### config.mk
export PLATFORM = sky130hd
export DESIGN_NAME = maze_player_ctrl
export DESIGN_NICKNAME = d
export VERILOG_FILES = /design/src/rtl/maze_pkg.sv /design/src/rtl/sync2.sv /design/src/rtl/maze_player_ctrl.sv
export SDC_FILE = /design/constraint.sdc
export NUM_CORES = 1
export LEC_CHECK = 0
export ABC_AREA = 1
export ABC_CLOCK_PERIOD_IN_PS = 2200
export BUFFER_PORTS_ARGS = -buffer_cell sky130_fd_sc_hd__buf_2
export CORE_ASPECT_RATIO = 1.5
export CORE_MARGIN = 2
export CORE_UTILIZATION = 45
export CTS_CLUSTER_SIZE = 25
export DETAILED_ROUTE_END_ITERATION = 6
export PLACE_DENSITY = 0.69
export REMOVE_ABC_BUFFERS = 1
export SLEW_MARGIN = 15
export SYNTH_ARGS = -nofsm -noshare
export SYNTH_HDL_FRONTEND = slang
export SYNTH_SLANG_ARGS = --single-unit
### constraint.sdc
create_clock -name clk -period 2.2 [get_ports clk]
set_clock_uncertainty 0.05 [all_clocks]
set_input_delay 0.11 -clock clk [delete_from_list [all_inputs] [get_ports clk]]
set_output_delay 0.11 -clock clk [all_outputs]
set_load 0.05 [all_outputs]
### src/rtl/maze_pkg.sv
// Shared maze definitions: grid geometry, FSM state and direction encodings.
// Also used by the pixel renderer and the maze ROM so all three agree on cell addressing.
package maze_pkg;

  localparam int CELL_PX = 32;
  localparam int COLS    = 640 / CELL_PX;
  localparam int ROWS    = 480 / CELL_PX;

  typedef enum logic [2:0] {
    ST_IDLE   = 3'd0,
    ST_LOOKUP = 3'd1,
    ST_WAIT   = 3'd2,
    ST_CHECK  = 3'd3,
    ST_WON    = 3'd4
  } state_t;

  typedef enum logic [2:0] {
    DIR_NONE  = 3'd0,
    DIR_UP    = 3'd1,
    DIR_DOWN  = 3'd2,
    DIR_LEFT  = 3'd3,
    DIR_RIGHT = 3'd4
  } dir_t;

  // Switch order is {up, down, left, right}; the highest set bit wins.
  function automatic dir_t pick_dir(input logic [3:0] sw);
    dir_t d;
    if (sw[3])      d = DIR_UP;
    else if (sw[2]) d = DIR_DOWN;
    else if (sw[1]) d = DIR_LEFT;
    else if (sw[0]) d = DIR_RIGHT;
    else            d = DIR_NONE;
    return d;
  endfunction

endpackage

### src/rtl/sync2.sv
// Two-flop synchronizer for quasi-static inputs; 2 cycles latency, no flow control.
// Each bit is synchronized independently, so multi-bit values may be seen mixed for one cycle.
module sync2 #(
  parameter int WIDTH = 1
) (
  input  logic             clk,
  input  logic             rst_n,
  input  logic [WIDTH-1:0] d_i,
  output logic [WIDTH-1:0] q_o
);

  logic [WIDTH-1:0] meta_q;
  logic [WIDTH-1:0] sync_q;

  always_ff @(posedge clk or negedge rst_n) begin
    if (!rst_n) begin
      meta_q <= '0;
      sync_q <= '0;
    end else begin
      meta_q <= d_i;
      sync_q <= meta_q;
    end
  end

  assign q_o = sync_q;

endmodule

### src/rtl/maze_player_ctrl.sv
// Player movement FSM: one wall-checked move per frame, position updates 4 clocks after frame_tick.
// Ticks arriving while a move is in flight or after the goal is reached are dropped, never queued.
module maze_player_ctrl #(
  parameter int COLS    = maze_pkg::COLS,
  parameter int ROWS    = maze_pkg::ROWS,
  parameter int START_X = 1,
  parameter int START_Y = 1,
  parameter int GOAL_X  = 18,
  parameter int GOAL_Y  = 13
) (
  input  logic       clk,
  input  logic       rst_n,
  input  logic       frame_tick,
  input  logic [3:0] dir_sw,
  output logic       wall_rd,
  output logic [4:0] wall_x,
  output logic [3:0] wall_y,
  input  logic       wall_q,
  output logic [4:0] player_x,
  output logic [3:0] player_y,
  output logic       busy,
  output logic       win,
  output logic [9:0] moves
);

  import maze_pkg::*;

  state_t      state_q;
  logic [4:0]  px_q;
  logic [3:0]  py_q;
  logic [9:0]  moves_q;
  logic        win_q;
  logic        busy_q;
  logic        wall_rd_q;
  logic [4:0]  wall_x_q;
  logic [3:0]  wall_y_q;
  logic        hit_q;

  logic [3:0]  sw_sync;
  dir_t        dir_sel;
  logic signed [5:0] tgt_x;
  logic signed [4:0] tgt_y;
  logic        tgt_ok;
  logic [4:0]  new_x_d;
  logic [3:0]  new_y_d;
  logic        at_goal_d;

  sync2 #(.WIDTH(4)) u_sw_sync (
    .clk   (clk),
    .rst_n (rst_n),
    .d_i   (dir_sw),
    .q_o   (sw_sync)
  );

  // Target carries one extra sign bit so a step off either edge shows up as out of range instead of wrapping.
  always_comb begin
    dir_sel = pick_dir(sw_sync);
    tgt_x   = $signed({1'b0, px_q});
    tgt_y   = $signed({1'b0, py_q});
    case (dir_sel)
      DIR_UP:    tgt_y = $signed({1'b0, py_q}) - 5'sd1;
      DIR_DOWN:  tgt_y = $signed({1'b0, py_q}) + 5'sd1;
      DIR_LEFT:  tgt_x = $signed({1'b0, px_q}) - 6'sd1;
      DIR_RIGHT: tgt_x = $signed({1'b0, px_q}) + 6'sd1;
      default: ;
    endcase
    tgt_ok = (dir_sel != DIR_NONE) &&
             (int'(tgt_x) >= 0) && (int'(tgt_x) < COLS) &&
             (int'(tgt_y) >= 0) && (int'(tgt_y) < ROWS);

    new_x_d   = hit_q ? px_q : wall_x_q;
    new_y_d   = hit_q ? py_q : wall_y_q;
    at_goal_d = (new_x_d == 5'(GOAL_X)) && (new_y_d == 4'(GOAL_Y));
  end

  always_ff @(posedge clk or negedge rst_n) begin
    if (!rst_n) begin
      state_q   <= ST_IDLE;
      px_q      <= 5'(START_X);
      py_q      <= 4'(START_Y);
      moves_q   <= '0;
      win_q     <= 1'b0;
      busy_q    <= 1'b0;
      wall_rd_q <= 1'b0;
      wall_x_q  <= '0;
      wall_y_q  <= '0;
      hit_q     <= 1'b0;
    end else begin
      wall_rd_q <= 1'b0;
      case (state_q)
        ST_IDLE: begin
          if (frame_tick && tgt_ok) begin
            state_q   <= ST_LOOKUP;
            busy_q    <= 1'b1;
            wall_rd_q <= 1'b1;
            wall_x_q  <= tgt_x[4:0];
            wall_y_q  <= tgt_y[3:0];
          end
        end
        ST_LOOKUP: state_q <= ST_WAIT;
        // ROM data is only guaranteed valid in the cycle after the strobe, so grab it here.
        ST_WAIT: begin
          hit_q   <= wall_q;
          state_q <= ST_CHECK;
        end
        ST_CHECK: begin
          busy_q <= 1'b0;
          px_q   <= new_x_d;
          py_q   <= new_y_d;
          if (!hit_q && (moves_q != 10'd1023)) moves_q <= moves_q + 10'd1;
          if (at_goal_d) begin
            state_q <= ST_WON;
            win_q   <= 1'b1;
          end else begin
            state_q <= ST_IDLE;
          end
        end
        ST_WON: state_q <= ST_WON;
        default: begin
          state_q <= ST_IDLE;
          busy_q  <= 1'b0;
        end
      endcase
    end
  end

  assign wall_rd  = wall_rd_q;
  assign wall_x   = wall_x_q;
  assign wall_y   = wall_y_q;
  assign player_x = px_q;
  assign player_y = py_q;
  assign busy     = busy_q;
  assign win      = win_q;
  assign moves    = moves_q;

endmodule

=== Yosys cells after proc, flatten, opt, wreduce, memory -nomap -nowiden ===
Index checks and enable logic that the tools add are counted.
W data, S select, Z words.

* Add/subtract/negate cells: 5
* $mul: 0
* Div/mod/pow operators: 0
* Order comparisons: 4
* Eq/ne operators: 12
* Shift operators: 0
* Mux-type cells: 15
* Bitwise logic cells: 1
* Reduce and logical (&&, ||, !) cells: 15

{| class="wikitable"
|+ Operators by type and width
! cell !! number
|-
| $mux W3 || 6
|-
| $pmux W3 S5 || 1
|-
| $eq A3 B2 Y1 const B || 4
|-
| $pmux W6 S2 || 1
|-
| $add A10 B1 Y10 const B || 1
|-
| $ne A10 B10 Y1 const B || 1
|-
| $pmux W5 S2 || 1
|-
| $reduce_and A2 Y1 || 4
|-
| $logic_and A1 B1 Y1 || 7
|-
| $add A5 B1 Y6 const B || 1
|-
| $eq A3 B1 Y1 const B || 2
|-
| $eq A3 B3 Y1 const B || 2
|-
| $ge A6 B1 Y1 const B || 1
|-
| $lt A6 B6 Y1 const B || 1
|-
| $sub A5 B1 Y6 const B || 1
|-
| $add A4 B1 Y5 const B || 1
|-
| $eq A5 B5 Y1 const B || 1
|-
| $ge A5 B1 Y1 const B || 1
|-
| $lt A5 B5 Y1 const B || 1
|-
| $mux W5 || 1
|-
| $sub A4 B1 Y5 const B || 1
|-
| $eq A4 B4 Y1 const B || 1
|-
| $mux W4 || 1
|-
| $logic_not A3 Y1 || 1
|-
| other kinds (7) || 9
|}

* Bits in registers: 43
* Bits in latches: 0
* Bits in writable memories: 0
* ROM bits: 0
* Output and inout bits: 31
* Memories: 0

=== Depth between registers and ports, before layout ===
Gate-level depths: netlist of the first run.

* Depth after elaboration: 14
* Gate-level depth with buffers: 15

=== By module ===
From an unflattened synthesis of the first run, not the netlist that was laid out.

* Cell total of the unflattened synthesis: 298
* Area, all modules: 2,419.8 um^2

{| class="wikitable"
|+ Modules (own cells, without submodules)
! module !! instances !! cells each !! area an instance (um^2) !! sequential area each (um^2)
|-
| maze_player_ctrl || 1 || 290 || 2,219.6 || 878.3
|-
| sync2 || 1 || 8 || 200.2 || 200.2
|}

=== Worst setup path after synthesis of the first run ===
Ideal clock, no wire load.

* Kind: register to register
* Start: reg py_q[0], in the netlist player_y[0]
* End: reg wall_x_q[0], in the netlist wall_x[0]
* Setup time: 119 ps
* Data arrival time: 2,104 ps
* Setup slack: -72 ps
* Cell stages (with the launch flop): 14
* Path buffers: 1
* Cell sequence: dfstp_2 -> inv_1 -> fa_1 -> inv_2 -> nand3_1 -> nand2_1 -> nand2_1 -> nand2_1 -> nand4_1 -> nor2_2 -> nand3_2 -> buf_6 -> nand2_2 -> nand2_1

* Cells in the longest elaborated chain, start to end: 7
* Elaborated cells on any way between the ends: 9
* Those cells by class: add/sub (2); order compare (2); mux (1); reduce/logical (4)

{| class="wikitable"
|+ Ends and longest elaborated chain
! what !! RTL line !! source
|-
| from (decl) || maze_player_ctrl.sv:30 || <nowiki>logic [3:0] py_q;</nowiki>
|-
| from (signal assigned) || maze_player_ctrl.sv:80 || <nowiki>py_q <= 4'(START_Y);</nowiki>
|-
| from (signal assigned) || maze_player_ctrl.sv:109 || <nowiki>py_q <= new_y_d;</nowiki>
|-
| $add A4 B1 Y5 or $sub A4 B1 Y5 (tied branches) || maze_player_ctrl.sv:62, maze_player_ctrl.sv:61 ||
|-
| $pmux W5 S2 * || maze_player_ctrl.sv:60 || <nowiki>case (dir_sel)</nowiki>
|-
| $ge A5 B1 Y1 || maze_player_ctrl.sv:69 || <nowiki>(int'(tgt_y) >= 0) && (int'(tgt_y) < ROWS);</nowiki>
|-
| $logic_and A1 B1 Y1 || maze_player_ctrl.sv:68 || <nowiki>(int'(tgt_x) >= 0) && (int'(tgt_x) < COLS) &&</nowiki>
|-
| $logic_and A1 B1 Y1 * || maze_player_ctrl.sv:69 ||
|-
| $logic_and A1 B1 Y1 * || maze_player_ctrl.sv:92 || <nowiki>if (frame_tick && tgt_ok) begin</nowiki>
|-
| $reduce_and A2 Y1 (no line) * || -- ||
|-
| to (signal assigned) || maze_player_ctrl.sv:96 || <nowiki>wall_x_q <= tgt_x[4:0];</nowiki>
|-
| to (decl) || maze_player_ctrl.sv:35 || <nowiki>logic [4:0] wall_x_q;</nowiki>
|}

Mark *: on every way between the ends. The rest lies on a longest branch, timed or not.
A chain may end at the register's enable or synchronous reset.

=== Final worst setup path of the first run ===
* Start: reg u_sw_sync.sync_q[1], in the netlist u_sw_sync.q_o[1]
* End: reg wall_y_q[2], in the netlist wall_y[2]

* Cells in the longest elaborated chain, start to end: 12
* Elaborated cells on any way between the ends: 20
* Those cells by class: order compare (4); eq/ne (4); mux (5); reduce/logical (7)

{| class="wikitable"
|+ Ends and longest elaborated chain
! what !! RTL line !! source
|-
| from (decl) || sync2.sv:13 || <nowiki>logic [WIDTH-1:0] sync_q;</nowiki>
|-
| from (signal assigned) || sync2.sv:21 || <nowiki>sync_q <= meta_q;</nowiki>
|-
| $mux W3 * || maze_pkg.sv:30 || <nowiki>else if (sw[1]) d = DIR_LEFT;</nowiki>
|-
| $mux W3 * || maze_pkg.sv:29 || <nowiki>else if (sw[2]) d = DIR_DOWN;</nowiki>
|-
| $mux W3 * || maze_pkg.sv:28 || <nowiki>if (sw[3]) d = DIR_UP;</nowiki>
|-
| $eq A3 B3 Y1 or $eq A3 B2 Y1 (tied branches) || maze_player_ctrl.sv:60 ||
|-
| $pmux W6 S2 || maze_player_ctrl.sv:60 ||
|-
| $ge A6 B1 Y1 || maze_player_ctrl.sv:68 ||
|-
| $logic_and A1 B1 Y1 || maze_player_ctrl.sv:67 || <nowiki>tgt_ok = (dir_sel != DIR_NONE) &&</nowiki>
|-
| $logic_and A1 B1 Y1 (2 in a row) || maze_player_ctrl.sv:68 ||
|-
| $logic_and A1 B1 Y1 || maze_player_ctrl.sv:69 ||
|-
| $logic_and A1 B1 Y1 || maze_player_ctrl.sv:92 ||
|-
| $reduce_and A2 Y1 (no line) || -- ||
|-
| to (signal assigned) || maze_player_ctrl.sv:97 || <nowiki>wall_y_q <= tgt_y[3:0];</nowiki>
|-
| to (decl) || maze_player_ctrl.sv:36 || <nowiki>logic [3:0] wall_y_q;</nowiki>
|}

Marked as above.

==> results of run 1 <==
-- power by group through the flow --
stage	logic [mW]	registers [mW]	clock network (mW)
5_1_grt	2.60	1.25	0.683
6_report	2.37	1.22	0.639
4_1_cts	2.30	1.22	0.657
2_1_floorplan	0.956	1.78	0
3_3_place_gp	2.06	1.22	0
3_5_place_dp	2.09	1.23	0
-- worst max-delay path, delay by kind of cell, from the launching register on --
family	cells	cell delay, ps
fa+ha+maj	1	200
simple gates	8	950
flops	1	430
xor+xnor	1	160
buf+inv	3	360
-- cells in the final DEF, fill, tap and decap left out, types with 2 or more instances in the layout --
cell,count
a21oi_1,4
a21oi_2,2
buf_2,38
buf_4,20
buf_6,3
clkbuf_8,6
dfrtp_1,40
dfstp_2,2
dlygate4sd3_1,5
fa_2,2
ha_1,3
ha_4,5
inv_1,23
inv_2,13
mux2_1,3
nand2_1,65
nand2_2,15
nand2_4,2
nand3_1,15
nand3_2,4
nand3_4,3
nand3b_1,2
nand4_1,12
nor2_1,14
nor2_2,3
nor2_4,5
nor3_1,2
o21ai_0,16
o21ai_1,5
o21ai_2,3
xnor2_1,3
xor2_1,9
-- layer usage --
| layer | wire, microns | share of wire | track usage | vias up |
|---|---|---|---|---|
| met2 | 3059 | 0.56 | 0.3781 | 41 |
| met4 | 97 | 0.018 | 0.07609 | 0 |
| met1 | 2156 | 0.39 | 0.2314 | 1001 |
| li1 | - | - | - | 1063 |
| met5 | 0 | 0 | 0 | - |
| met3 | 193 | 0.035 | 0.02888 | 7 |
-- kinds of logic after synthesis --
| family | Yosys count | share of synthesized area |
|---|---|---|
| AND/OR/NAND/NOR | 143 | 0.2862 |
| flip-flops | 43 | 0.4527 |
| buffers and inverters | 42 | 0.07300 |
| AO/OA/AOI/OAI | 31 | 0.07091 |
| XOR/XNOR | 12 | 0.04412 |
| adder cells (fa/ha/maj) | 10 | 0.05883 |
| multiplexers | 3 | 0.01418 |
-- layout make-up --
cell class | count | area, sq um | share of cell area
tap | 68 | 85.08 | 0.02712
timing repair buffer | 66 | 424.2 | 0.1352
clock inverter | 2 | 35.03 | 0.01117
sequential | 43 | 1080 | 0.3442
multi-input combinational | 200 | 1295 | 0.4128
clock buffer | 6 | 82.58 | 0.02633
inverter | 36 | 135.1 | 0.04308
-- registers in the layout, summed over array words and instances, names as in the netlist, 3 cells and up --
name and count:
moves 10, player_x 5, player_y 4, state_q 3, u_sw_sync.meta_q 4, u_sw_sync.q_o 4
wall_x 5, wall_y 4
-- stage by stage --
| stage | cells | setup WS [ps] | TNS, ps |
|---|---|---|---|
| global placement | 396 | -135.1 | -1138 |
| floorplan | 278 | -405.6 | -4183 |
| global route | 421 | -159.4 | -1700 |
| finish | 421 | 8.392 | 0 |
| CTS | 419 | -11.50 | -43.50 |
| detailed placement | 396 | -183.7 | -1675 |
-- how the worst max path moves through the flow --
stage | from | endpoint | slack, ps | depth (start not counted)
CTS | u_sw_sync.q_o[1] | wall_x[0] | -10 | 12
global placement | u_sw_sync.q_o[2] | wall_y[0] | -140 | 12
finish | u_sw_sync.q_o[1] | wall_y[2] | 8 | 13
detailed placement | u_sw_sync.q_o[2] | wall_y[0] | -180 | 12
global route | u_sw_sync.q_o[2] | wall_x[0] | -160 | 12
floorplan | player_y[0] | wall_y[0] | -410 | 12
-- timing repair --
item / CTS / global route
cloned: 2 / 0
pin swaps: 9 / 7
buffers inserted: 8 / 2
hold endpoints to repair: 45 / 0
hold buffers: 5 / 0
setup endpoints to repair: 12 / 12
gates resized for setup: 23 / 14
==> flow_summary.toml, run 1 <==
[pwr]
power_leakage_nw = 1.594
cell_internal_pwr_mw = 2.143
p_total_mw = 4.224
combPwrFrac = 0.560
p_seq_frac = 0.289
p_switching_mw = 2.080
p_sw_frac = 0.4925
ir_drop_mv = 0.6963
clockPowerShare = 0.151
power_density_nw_per_um2 = 1347

[flow_run]
maxCapViolations = 0

[worst_setup_path]
reg2reg_to = "wall_y[2]"
critPathKind = "flip-flop to flip-flop"
reg2reg_depth = 13
crit_chain = "nor2_4, nand3_4, buf_4, inv_2, fa_2, xor2_1, nand2_1, nand2_1, nand3_1, nand2_4, buf_6, nand4_1, nand2_1"
cp-end-kind = "flip-flop"
r2r-start = "u_sw_sync.q_o[1]"
cp_common_cell = "nand2_1"
worstPathArrival_ps = 2380
slowest_stage = "dfrtp_1"
crit_path_max_incr_delay_ps = 430
cp_max_fo = 5
crit_required_ps = 2390
rrSetupSlack_ps = 8
critPathLaunchType = "flip-flop"

[die]
coreArea_sq_um = 5125
die_y_microns = 93.11
io_pins = 39
dieArea_sq_um = 5904
die-width_microns = 63.41
rows = 32
initial_core_util = 0.4648

[cells_and_area]
layout.nets = 370
antennaDiodeCount = 0
postLayoutCellArea_sq_um = 3137
num-fill-cells = 471
final_util = 0.6121
drive_above_1_share = 0.3683
syn_to_final_growth_pct = 31.67

[synthesis]
avgSynthCellArea_sq_um = 8.388
syn_area_sq_um = 2382
yosysTopAreaCellShare = 0.4307
yosys.cell_count.top_type = "nand2_1"
yosysTopAreaCell = "dfrtp_1"
ys_ff_latch = 43
ys_seq_area_frac = 0.4527
async_flop_share = 1.000
postSynthCellCount = 284
synthTopCellsByCount = "71 x nand2_1, 41 x dfrtp_1, 26 x inv_1"
synthTopCellsByArea = "dfrtp_1 43%, nand2_1 11%, ha_1 4.2%"
netlist-cell-type-count = 31
synth-edff-count = 0
yosys_warnings = 0
ys.flop_type = "dfrtp_1"

[timing]
slew-limit-headroom = 0.3750
fin_crit_sh = 0.9962
hold_viol = 0
tightest_slew_ps = 937.6
fmax_ghz = 0.4563
timing.final.crit_period_ps = 2192
maxSlewViolCount = 0
setup-violations-final = 0
whs_ps = 35.15
rsz0062_at_grt = "true"

[global_routing]
grt_pass1_vias = 2061
grt_pass1_wl_microns = 9308
grt-ovfl-total = 0
grt_use_total = 0.2029
antenna_found_initial = 0
grt_max_degree = 44

[drt]
ant_nets = 0
avgViaCountPerCell = 5.017
wire_per_inst_microns = 13.08
num_vias = 2112
drtIter0Drc = 83
drt_pass1_iterations = 4
wl_microns = 5507
drc = 0

[placed_design]
gp_congestion = 0.8240
post_dp_cell_area_sq_um = 2709
io_buffers = 38
place_hpwl_microns = 3855

[hold_path]
min_from = "wall_q"
hold_class = "input port to flip-flop"
whs_path_depth = 3
worstHoldEndpoint = "hit_q"

[clocking]
cts.path.max_buffers = 2
cts_tree = "built"
clock_sinks = 43
path_clk_slew_ps = 80
cts_buffers = 5
clock_latency_ps = 300
cts-root-buf = "clkbuf_8"
h-tree-depth = 2

[run_status]
outcome = "finished clean"
Note: power is estimated with default switching activity, not from simulation.
==> run 2: changes to the inputs <==
--- a/config.mk
+++ b/config.mk
@@ -8,14 +8,15 @@
 export ABC_AREA = 1
 export ABC_CLOCK_PERIOD_IN_PS = 2200
 export BUFFER_PORTS_ARGS = -buffer_cell sky130_fd_sc_hd__buf_2
-export CORE_ASPECT_RATIO = 1.5
+export CORE_ASPECT_RATIO = 0.8
 export CORE_MARGIN = 2
-export CORE_UTILIZATION = 45
+export CORE_UTILIZATION = 51
 export CTS_CLUSTER_SIZE = 25
 export DETAILED_ROUTE_END_ITERATION = 6
-export PLACE_DENSITY = 0.69
+export PLACE_DENSITY = 0.76
 export REMOVE_ABC_BUFFERS = 1
 export SLEW_MARGIN = 15
 export SYNTH_ARGS = -nofsm -noshare
 export SYNTH_HDL_FRONTEND = slang
 export SYNTH_SLANG_ARGS = --single-unit
+export TNS_END_PERCENT = 50
==> flow_summary.toml, run 2 (synthesized netlist as in run 1, its figures left out) <==
[drt]
wire_per_inst_microns = 13.39
num_vias = 2089
drc = 0
drtIter0Drc = 109
wl_microns = 5424
drt_pass1_iterations = 4
avgViaCountPerCell = 5.158
ant_nets = 0

[die]
die_y_microns = 65.13
dieArea_sq_um = 5237
die-width_microns = 80.41
initial_core_util = 0.5245
io_pins = 39
coreArea_sq_um = 4542
rows = 22

[worst_setup_path]
crit_family = "simple AND/OR/NAND/NOR gates"
crit_chain = "nor2_4, nand3_4, ha_4, nand2_2, inv_2, nand3_4, nand3_2, nand4_1, nor2_4, nand3_4, nand2_2, nand2_2"
slowest_stage = "dfrtp_2"
critPathKind = "flip-flop to flip-flop"
critPathLaunchType = "flip-flop"
worstPathArrival_ps = 2320
cp_max_fo = 6
cp-end-kind = "flip-flop"
critPathBufInv = 1
crit_path_max_incr_delay_ps = 450
crit_required_ps = 2340

[timing]
rsz0062_at_grt = "true"
tns_ps = 0
tightest_slew_ps = 368.4
fin_crit_sh = 0.9901
setup-violations-final = 0
timing.final.crit_period_ps = 2178
whs_ps = 29.46
fin_ws_ps = 21.81
slew-limit-headroom = 0.7544
fmax_ghz = 0.4591
maxSlewViolCount = 0
hold_viol = 0

[cells_and_area]
ff_latch_area_sq_um = 1080
syn_to_final_growth_pct = 28.31
num-fill-cells = 385
instances_no_fill = 405
antennaDiodeCount = 0
largest_register_ffs = 10
final_cell_mix = "65 x nand2_1, 40 x dfrtp_1, 38 x buf_2"
layout_commonest_cell = "nand2_1"
final_util = 0.6730
drive_above_1_share = 0.3565
multi_input_area_sq_um = 1308
layout.nets = 362
postLayoutCellArea_sq_um = 3057

[flow_run]
maxCapViolations = 0

[pwr]
power_leakage_nw = 1.549
p_total_mw = 4.108
power_density_nw_per_um2 = 1344
ir_drop_mv = 0.8345

[clocking]
clock_sinks = 43
h-tree-depth = 2
cts.path.max_buffers = 2
clock_latency_ps = 290
path_clk_slew_ps = 80
cts-root-buf = "clkbuf_8"
cts_buffers = 5
cts_tree = "built"

[placed_design]
place_hpwl_microns = 3795
post_dp_cell_area_sq_um = 2699
io_buffers = 38
gp_congestion = 0.8405
dpl_worst_slack_ps = -132.9
place_inst = 388

[hold_path]
hold_class = "input port to flip-flop"

[global_routing]
grt_pass1_wl_microns = 9101
antenna_found_initial = 0
grt_pass1_vias = 2039
grt-ovfl-total = 0
grt_max_degree = 31
grt_use_total = 0.2267

[run_status]
outcome = "finished clean"
==> run 2: worst min-delay path, cell delays in order <==
cell and delay [ps]:
buf_2 80, nor2_1 40, a21oi_1 100
==> run 2: cell type report <==
class / instances / area share
multi-input combinational: 200 / 0.4278
sequential: 43 / 0.3533
timing repair buffer: 58 / 0.1167
inverter: 36 / 0.04503
clock buffer: 8 / 0.03275
tap: 60 / 0.02456
==> run 2: path summary, 6_finish.rpt <==
kind,slack (ps),end,startpoint,cells past startpoint
hold reg to reg,300,u_sw_sync.q_o[2],u_sw_sync.meta_q[2],0
max in group asynchronous,1200,player_x[0],rst_n,3
setup / recovery,20,wall_y[2],u_sw_sync.q_o[2],12
hold / removal,30,hit_q,wall_q,3
min in group asynchronous,190,player_x[4],rst_n,2
setup reg to reg,20,wall_y[2],u_sw_sync.q_o[2],12
==> run 2: per-layer routing <==
| metal | vias up | GRT usage | wire length [microns] |
|---|---|---|---|
| met5 | - | 0 | 0 |
| met4 | 0 | 0.08898 | 102 |
| met3 | 11 | 0.05082 | 238 |
| met2 | 54 | 0.3667 | 2525 |
| met1 | 978 | 0.2979 | 2558 |
| li1 | 1046 | - | - |
==> run 2: timing repair <==
action,in CTS,in global routing
resized for setup,15,23
pin swaps,5,14
hold buffers,5,0
cloned,1,0
endpoints found under the setup margin,11,11
hold endpoints to repair,17,0
buffers inserted,2,1
==> run 2: where the power goes <==
group | switching [mW] | total, mW | internal [mW]
clock | 0.261 | 0.547 | 0.287
combinational | 1.63 | 2.35 | 0.719
sequential | 0.201 | 1.21 | 1.01
==> run 3: changes to the inputs <==
--- a/config.mk
+++ b/config.mk
@@ -13,7 +13,7 @@
 export CORE_UTILIZATION = 51
 export CTS_CLUSTER_SIZE = 25
 export DETAILED_ROUTE_END_ITERATION = 6
-export PLACE_DENSITY = 0.76
+export PLACE_DENSITY = 0.83
 export REMOVE_ABC_BUFFERS = 1
 export SLEW_MARGIN = 15
 export SYNTH_ARGS = -nofsm -noshare
==> flow_summary.toml, run 3 (synthesized netlist as in run 1, its figures left out) <==
[global_routing]
grt_max_degree = 44
antenna_found_initial = 0
grt-ovfl-total = 0
grt_pass1_vias = 1954
grt_pass1_wl_microns = 8880
grt_use_total = 0.2253

[hold_path]
worstHoldEndpoint = "u_sw_sync.q_o[2]"
hold_class = "flip-flop to flip-flop"
whs_path_depth = 0
min_from = "u_sw_sync.meta_q[2]"

[worst_setup_path]
critPathKind = "flip-flop to flip-flop"
reg2reg_to = "wall_y[3]"
worstPathArrival_ps = 2400
reg2reg_depth = 14
cp_max_fo = 5
crit_chain = "nor2_4, nand3_4, ha_4, nand2_2, nand2_2, buf_4, nand2_1, nand2_1, nand3_1, nand3_1, nand2_2, buf_4, nand4_1, nand2_1"
crit_path_max_incr_delay_ps = 460
slowest_stage = "dfrtp_2"
r2r-start = "u_sw_sync.q_o[2]"
crit_required_ps = 2360
rrSetupSlack_ps = -50
critPathLaunchType = "flip-flop"
cp-end-kind = "flip-flop"

[placed_design]
place_hpwl_microns = 3747
io_buffers = 38
gp_congestion = 0.9301
dpl_worst_slack_ps = -155.0

[drt]
num_vias = 2137
wire_per_inst_microns = 13.78
drt_pass1_iterations = 4
ant_nets = 0
drtIter0Drc = 177
wl_microns = 5621
avgViaCountPerCell = 5.238
drc = 0

[pwr]
clockPowerShare = 0.147
ir_drop_mv = 0.8101
p_switching_mw = 2.124
power_leakage_nw = 1.555
p_total_mw = 4.232
p_seq_frac = 0.288
power_density_nw_per_um2 = 1375
combPwrFrac = 0.565
cell_internal_pwr_mw = 2.108
p_sw_frac = 0.5019

[run_status]
outcome = "finished with violations"
violations = "setup timing"

[clocking]
cts-root-buf = "clkbuf_8"
cts_buffers = 5
cts.path.max_buffers = 2
path_clk_slew_ps = 80
clock_latency_ps = 310
cts_tree = "built"
clock_sinks = 43
h-tree-depth = 2

[die]
die-width_microns = 80.41
die_y_microns = 65.13
initial_core_util = 0.5245
dieArea_sq_um = 5237
coreArea_sq_um = 4542
io_pins = 39
rows = 22

[cells_and_area]
layout_commonest_cell = "nand2_1"
syn_to_final_growth_pct = 29.20
drive_above_1_share = 0.3506
largest_register_ffs = 10
final_cell_mix = "63 x nand2_1, 40 x dfrtp_1, 38 x buf_2"
layout.nets = 365
final_util = 0.6777
antennaDiodeCount = 0

[timing]
setup-violations-final = 8
fin_ws_ps = -47.88
fin_crit_sh = 1.022
hold_viol = 0
fmax_ghz = 0.4449
rsz0062_at_grt = "true"
maxSlewViolCount = 0
tightest_slew_ps = 921.3
timing.final.crit_period_ps = 2248
tns_ps = -236.4
slew-limit-headroom = 0.3858
whs_ps = 302.4

[flow_run]
maxCapViolations = 0
-- run 3: cell count changes in the layout (fill, tap and decap cells not counted), moves of 2 or more --
| cell | change |
|---|---|
| nand2_4 | -2 |
| nand3_1 | +3 |
| clkbuf_8 | -2 |
| nand2_1 | -2 |
| nor2_2 | -2 |
| nand2_2 | +4 |
| nand3_2 | -2 |
-- run 3: layout make-up --
cell class | instances | area, sq um
Fill cell | 364 | 1464
Multi-Input combinational cell | 200 | 1296
Sequential cell | 43 | 1080
Timing Repair Buffer | 61 | 385.4
Inverter | 36 | 135.1
Clock buffer | 7 | 76.32
Tap cell | 60 | 75.07
Clock inverter | 1 | 30.03
-- run 3: power by group through the flow --
| stage | Sequential, mW | Clock (mW) | Combinational, mW |
|---|---|---|---|
| global placement | 1.21 | 0 | 2.04 |
| global route | 1.25 | 0.667 | 2.59 |
| detailed placement | 1.22 | 0 | 2.09 |
| finish | 1.22 | 0.623 | 2.39 |
| CTS | 1.21 | 0.634 | 2.24 |
| floorplan | 1.78 | 0 | 0.956 |
-- run 3: worst max path at each step --
stage / start / to / slack, ps / cells after the start
floorplan: player_y[0] / wall_y[0] / -410 / 12
global placement: u_sw_sync.q_o[2] / wall_y[0] / -70 / 13
detailed placement: u_sw_sync.q_o[2] / wall_y[3] / -150 / 13
CTS: u_sw_sync.q_o[2] / wall_x[3] / 4 / 12
global route: u_sw_sync.q_o[2] / wall_y[0] / -160 / 14
finish: u_sw_sync.q_o[2] / wall_y[3] / -50 / 14
-- run 3: metrics by stage --
step	std cells	area [sq um]
after floorplan	278	2344
after global routing	408	3078
after CTS	406	3005
final	408	3078
after detailed placement	387	2691
after global placement	387	2691
-- run 3: critical path: cells and delay by family (launching register included) --
| family | cells | cell delay (ps) |
|---|---|---|
| adder cells (fa/ha/maj) | 1 | 310 |
| buffers and inverters | 2 | 300 |
| flip-flops | 1 | 460 |
| AND/OR/NAND/NOR | 11 | 1020 |
-- run 3: layer usage --
layer  vias up  wire (microns)  GRT usage
met2        79            2532     0.3427
met5         -               0          0
met3        14             349    0.04808
li1       1040               -          -
met1      1004            2616     0.3162
met4         0             122    0.08898
-- run 3: repair_timing --
action / CTS / global route
endpoints found under the hold margin: 46 / 0
resized for setup: 19 / 17
hold buffers: 6 / 0
endpoints found under the setup margin: 12 / 12
setup buffers: 3 / 2
pin swaps: 8 / 15
gates cloned: 2 / 0
